**config.mk**
```make
export PLATFORM = sky130hd
export DESIGN_NAME = io_arbiter
export DESIGN_NICKNAME = d
export VERILOG_FILES = /design/src/rtl/io_arbiter.sv
export SDC_FILE = /design/constraint.sdc
export NUM_CORES = 1
export LEC_CHECK = 0
export CORE_MARGIN = 2
export CORE_UTILIZATION = 40
export CTS_BUF_LIST = sky130_fd_sc_hd__clkbuf_8
export DETAILED_ROUTE_END_ITERATION = 10
export PLACE_DENSITY = 0.92
export SYNTH_ARGS = -nofsm -noshare
export SYNTH_HDL_FRONTEND = slang
export SYNTH_SLANG_ARGS = --single-unit
export TNS_END_PERCENT = 5
```
**constraint.sdc**
```tcl
create_clock -name clk -period 5.6 [get_ports clk]
set_input_delay 0.84 -clock clk [delete_from_list [all_inputs] [get_ports clk]]
set_output_delay 0.84 -clock clk [all_outputs]
set_load 0.03 [all_outputs]
```
**src/rtl/io_arbiter.sv**
```systemverilog
// Three-requester round-robin arbiter in front of the single-port io register bus.
// Optional bus locking for atomic read-modify-write is enabled with `define IO_ARB_LOCK_EN.
module io_arbiter #(
    parameter int AW = 8,
    parameter int DW = 8
) (
    input  logic            clk,
    input  logic            rst_n,
    input  logic [2:0]      req,
    input  logic [2:0]      we,
    input  logic [3*AW-1:0] addr,
    input  logic [3*DW-1:0] wdata,
    input  logic [2:0]      lock,
    output logic [2:0]      gnt,
    output logic [2:0]      rvalid,
    output logic [DW-1:0]   rdata,
    output logic [AW-1:0]   io_address,
    output logic [DW-1:0]   io_din,
    output logic            io_w_en,
    output logic            io_r_en,
    input  logic [DW-1:0]   io_dout
);

    typedef enum logic [1:0] {
        IDLE    = 2'd0,
        ISSUE   = 2'd1,
        CAPTURE = 2'd2
    } state_t;

    state_t          state_r, state_s;
    logic [1:0]      ptr_r, win_r;
    logic [2:0]      gnt_r, rvalid_r;
    logic [DW-1:0]   rdata_r, io_din_r, sel_wdata_s;
    logic [AW-1:0]   io_address_r, sel_addr_s;
    logic            io_w_en_r, io_r_en_r, sel_we_s;
    logic [2:0]      elig_s;
    logic            pick_vld_s;
    logic [1:0]      pick_idx_s, c1_s, c2_s;

    function automatic logic [1:0] next_idx(input logic [1:0] i);
        case (i)
            2'd0:    next_idx = 2'd1;
            2'd1:    next_idx = 2'd2;
            default: next_idx = 2'd0;
        endcase
    endfunction

    function automatic logic [2:0] to_onehot(input logic [1:0] i);
        case (i)
            2'd0:    to_onehot = 3'b001;
            2'd1:    to_onehot = 3'b010;
            2'd2:    to_onehot = 3'b100;
            default: to_onehot = 3'b000;
        endcase
    endfunction

    function automatic logic bit_at(input logic [2:0] v, input logic [1:0] i);
        case (i)
            2'd0:    bit_at = v[0];
            2'd1:    bit_at = v[1];
            2'd2:    bit_at = v[2];
            default: bit_at = 1'b0;
        endcase
    endfunction

`ifdef IO_ARB_LOCK_EN
    logic locked_r;

    // While locked only the lock owner (last winner) may be granted
    always_comb begin
        if (locked_r) begin
            elig_s = req & to_onehot(win_r);
        end else begin
            elig_s = req;
        end
    end
`else
    logic unused_lock_s;
    assign unused_lock_s = ^lock;

    // Pure round-robin: every requester is always eligible
    always_comb begin
        elig_s = req;
    end
`endif

    // Round-robin search starting at ptr
    always_comb begin
        c1_s       = next_idx(ptr_r);
        c2_s       = next_idx(c1_s);
        pick_vld_s = 1'b1;
        pick_idx_s = ptr_r;
        if (bit_at(elig_s, ptr_r)) begin
            pick_idx_s = ptr_r;
        end else if (bit_at(elig_s, c1_s)) begin
            pick_idx_s = c1_s;
        end else if (bit_at(elig_s, c2_s)) begin
            pick_idx_s = c2_s;
        end else begin
            pick_vld_s = 1'b0;
        end
    end

    // Winner's access fields
    always_comb begin
        case (pick_idx_s)
            2'd1: begin
                sel_addr_s  = addr[2*AW-1:AW];
                sel_wdata_s = wdata[2*DW-1:DW];
                sel_we_s    = we[1];
            end
            2'd2: begin
                sel_addr_s  = addr[3*AW-1:2*AW];
                sel_wdata_s = wdata[3*DW-1:2*DW];
                sel_we_s    = we[2];
            end
            default: begin
                sel_addr_s  = addr[AW-1:0];
                sel_wdata_s = wdata[DW-1:0];
                sel_we_s    = we[0];
            end
        endcase
    end

    // Next-state logic
    always_comb begin
        state_s = state_r;
        case (state_r)
            IDLE: begin
                if (pick_vld_s) begin
                    state_s = ISSUE;
                end else begin
                    state_s = IDLE;
                end
            end
            ISSUE: begin
                if (io_w_en_r) begin
                    state_s = IDLE;
                end else begin
                    state_s = CAPTURE;
                end
            end
            CAPTURE: state_s = IDLE;
            default: state_s = IDLE;
        endcase
    end

    // State register
    always_ff @(posedge clk or negedge rst_n) begin
        if (!rst_n) begin
            state_r <= IDLE;
        end else begin
            state_r <= state_s;
        end
    end

    // Grant, strobe, pointer and read-capture registers; strobes and pulses default low
    always_ff @(posedge clk or negedge rst_n) begin
        if (!rst_n) begin
            ptr_r        <= 2'd0;
            win_r        <= 2'd0;
            gnt_r        <= 3'b000;
            rvalid_r     <= 3'b000;
            rdata_r      <= {DW{1'b0}};
            io_address_r <= {AW{1'b0}};
            io_din_r     <= {DW{1'b0}};
            io_w_en_r    <= 1'b0;
            io_r_en_r    <= 1'b0;
`ifdef IO_ARB_LOCK_EN
            locked_r     <= 1'b0;
`endif
        end else begin
            gnt_r     <= 3'b000;
            rvalid_r  <= 3'b000;
            io_w_en_r <= 1'b0;
            io_r_en_r <= 1'b0;
            if (state_r == IDLE && pick_vld_s) begin
                gnt_r        <= to_onehot(pick_idx_s);
                win_r        <= pick_idx_s;
                io_address_r <= sel_addr_s;
                io_din_r     <= sel_wdata_s;
                io_w_en_r    <= sel_we_s;
                io_r_en_r    <= ~sel_we_s;
`ifdef IO_ARB_LOCK_EN
                // A locked grant freezes ptr; the releasing grant advances it
                locked_r <= bit_at(lock, pick_idx_s);
                if (bit_at(lock, pick_idx_s)) begin
                    ptr_r <= ptr_r;
                end else begin
                    ptr_r <= next_idx(pick_idx_s);
                end
`else
                ptr_r <= next_idx(pick_idx_s);
`endif
            end
            if (state_r == CAPTURE) begin
                rdata_r  <= io_dout;
                rvalid_r <= to_onehot(win_r);
            end
        end
    end

    assign gnt        = gnt_r;
    assign rvalid     = rvalid_r;
    assign rdata      = rdata_r;
    assign io_address = io_address_r;
    assign io_din     = io_din_r;
    assign io_w_en    = io_w_en_r;
    assign io_r_en    = io_r_en_r;

endmodule

```
==> flow_summary.toml <==
[timing]
fin_setup_tns_ps = 0
worst_slew_pin_slew_ps = 910.2
period_share_pct = 57.37
finalClockSkew_ps = 2.230
setup_viol = 0
fin_ws_ps = 2387
min_period_ps = 3213
max_freq_mhz = 311.3
hold_viol_final = 0
rsz0062_at_grt = "no"
finalMaxSlewViolations = 0
maxSlewHeadroom_pct = 39.32

[clock_network]
cts.sinks = 38
clock_latency_ps = 280
path_clk_slew_ps = 70
post-cts-setup-buffers = 0
cts_tree = "built"
root_buffer = "clkbuf_8"
holdBufCountCts = 0
cts_resized = 0
clockBufferDepth = 2
cts_buffers = 5
htreeDepth = 2

[critical_path]
path_max_fanout = 18
crit_type = "in2reg"
critPathLaunchType = "input port"
reg2reg_slack_ps = 3030
cp.required_ps = 5790
r2r-start = "ptr_r[0]$_DFFE_PN0P_"
worstReg2RegEnd = "io_din[7]$_DFFE_PN0P_"
crit_arrival_ps = 3410
cp-end-kind = "flip-flop"
rr_worst_depth = 8

[route]
totalWireLength_um = 4397
via_per_inst = 5.024
drtIter0Drc = 102
via_count = 1698
wl_per_cell_um = 13.01
drcViolationCount = 0
dr.pass1.iters = 4
ant_nets = 0

[placement]
io_buffers = 95
place_ws_ps = 2113
gp_congestion = 0.7220
dpl.hpwl_um = 3237

[global_route]
antenna_found_initial = 0
grt_first_pass_wirelength_um = 7472
grt_use_total_pct = 18.73
grt_pass1_vias = 1666
grt.overflow.total = 0
grt_max_degree = 42

[final_layout]
diodes = 0
final_common_cell = "clkdlybuf4s50_1"
mostFrequentLayoutCells = "clkdlybuf4s50_1 (94), nand2_1 (59), dfrtp_1 (38)"
syn_to_final_growth_pct = 60.88
layout-drive-gt1-share_pct = 5.245
finalNetCount = 357

[floorplanning]
placementRows = 24
chipWidth_um = 71.09
pin_count = 99
die_y_um = 71.09
dieArea_mm2 = 0.005054
start_util_pct = 41.35
coreArea_mm2 = 0.004354

[power]
power.leakage_uw = 0.001267
p_per_area_mw_per_mm2 = 561.8
ir_drop_v = 0.0002822

[logic_synthesis]
synthesis.nets = 268
ys_types = 27
synth_compound_area_share_pct = 21.06
synth.yosys.seq_area_share_pct = 52.81
synth_seq_cells = 38
netlist_area_mm2 = 0.001800
synth_top_family_by_area = "compound AO/OA/AOI/OAI gates"
synth_cells = 196
synth-simple-area-share_pct = 16.75
yosys.area_share.xor_xnor_pct = 0
ys_warn_count = 0
synth_adder_area_share_pct = 3.475
synth.area.mux_share_pct = 1.251
postSynthAreaPerCell_um2 = 9.186

[outcome]
outcome = "finished, final reports clean"

[worst_hold_path]
hp-class = "reg2reg"
min_path_cells = 1
hold_path_end = "state_r[1]$_DFF_PN0_"
min-delay-start = "io_w_en$_DFF_PN0_"

[flow_run]
drv_cap = 0
[flip-flops by register name (all words and copies together), names as in the netlist]
| name | flops |
|---|---|
| io_address | 8 |
| io_din | 8 |
| rdata | 8 |
| gnt | 3 |
| rvalid | 3 |
| ptr_r | 2 |
| state_r | 2 |
| win_r | 2 |
| io_r_en | 1 |
| io_w_en | 1 |
[metrics by stage]
step	util (%)	hold WS (ps)	cells	instance area [um^2]	power [uW]
4_1_cts	66.52	443.7	338	2897	1648
3_5_place_dp	63.25	434.1	330	2754	1361
2_1_floorplan	-	443.8	196	1800	1028
5_1_grt	66.52	467.6	338	2897	1754
3_3_place_gp	63.25	425.7	330	2754	1326
6_report	66.52	437.2	338	2897	1627
[synth_stat cells, drive strengths merged]
master,count,area (um^2)
a21boi,1,11.26
a21oi,1,5.000
a22oi,17,127.6
a32oi,1,8.760
and2,3,18.77
buf,9,46.29
clkbuf,5,18.77
dfrtp,38,950.9
ha,5,62.56
inv,5,18.76
mux2,2,22.52
nand2,59,221.5
nand2b,1,6.260
nor2,4,15.01
nor2b,2,12.51
nor3,1,5.000
nor3b,3,22.52
o21ai,35,175.2
o221a,1,11.26
o2bb2ai,1,8.760
o31ai,1,21.27
o32a,1,10.01
[worst max path at each step]
| stage | startpoint | endpoint | cells past startpoint |
|---|---|---|---|
| after floorplan | req[1] | io_address[5]$_DFFE_PN0P_ | 9 |
| after global placement | req[1] | io_w_en$_DFF_PN0_ | 8 |
| after detailed placement | req[0] | io_din[4]$_DFFE_PN0P_ | 8 |
| after CTS | req[0] | io_din[7]$_DFFE_PN0P_ | 8 |
| after global routing | req[0] | io_address[1]$_DFFE_PN0P_ | 8 |
| final | req[0] | io_din[7]$_DFFE_PN0P_ | 8 |
[power breakdown]
| part | switching (uW) | total [uW] | internal (uW) |
|---|---|---|---|
| Sequential | 68.2 | 466 | 398 |
| Clock | 90.2 | 280 | 190 |
| Combinational | 523 | 881 | 358 |
[metal layers]
| layer | routed length (um) | GRT usage, % | up-vias | share of wire (%) |
|---|---|---|---|---|
| met5 | 0 | 0 | - | 0 |
| met4 | 81 | 5.660 | 0 | 1.8 |
| met3 | 312 | 6.553 | 8 | 7.1 |
| met2 | 2260 | 33.54 | 67 | 51 |
| met1 | 1742 | 20.93 | 780 | 40 |
| li1 | - | - | 843 | - |
[worst max-delay path: stages]
cell             delay (ps)
clkdlybuf4s50_1         580
o21ai_0                 170
a32oi_1                 500
ha_1                    730
a22oi_1                 150
nand2_1                 110
o21ai_0                 100
o21ai_0                 220
[cell families (layout without fill, tap and decap cells)]
logic type / count (synthesis) / after routing
fa+ha+maj: 5 / 5
simple gates: 73 / 73
mux: 2 / 2
compound gates: 59 / 59
buf+inv: 19 / 109
flops: 38 / 38
[layout make-up]
cell class	count	area (um^2)
multi-input cells	139	765.7
fillers	379	1458
repair buffers	96	953.4
flip-flops and latches	38	950.9
inverters	5	18.77
well taps	52	65.06
clock buffers	6	82.58
clock inverters	2	60.06
Power figures use the tool's default switching activity.
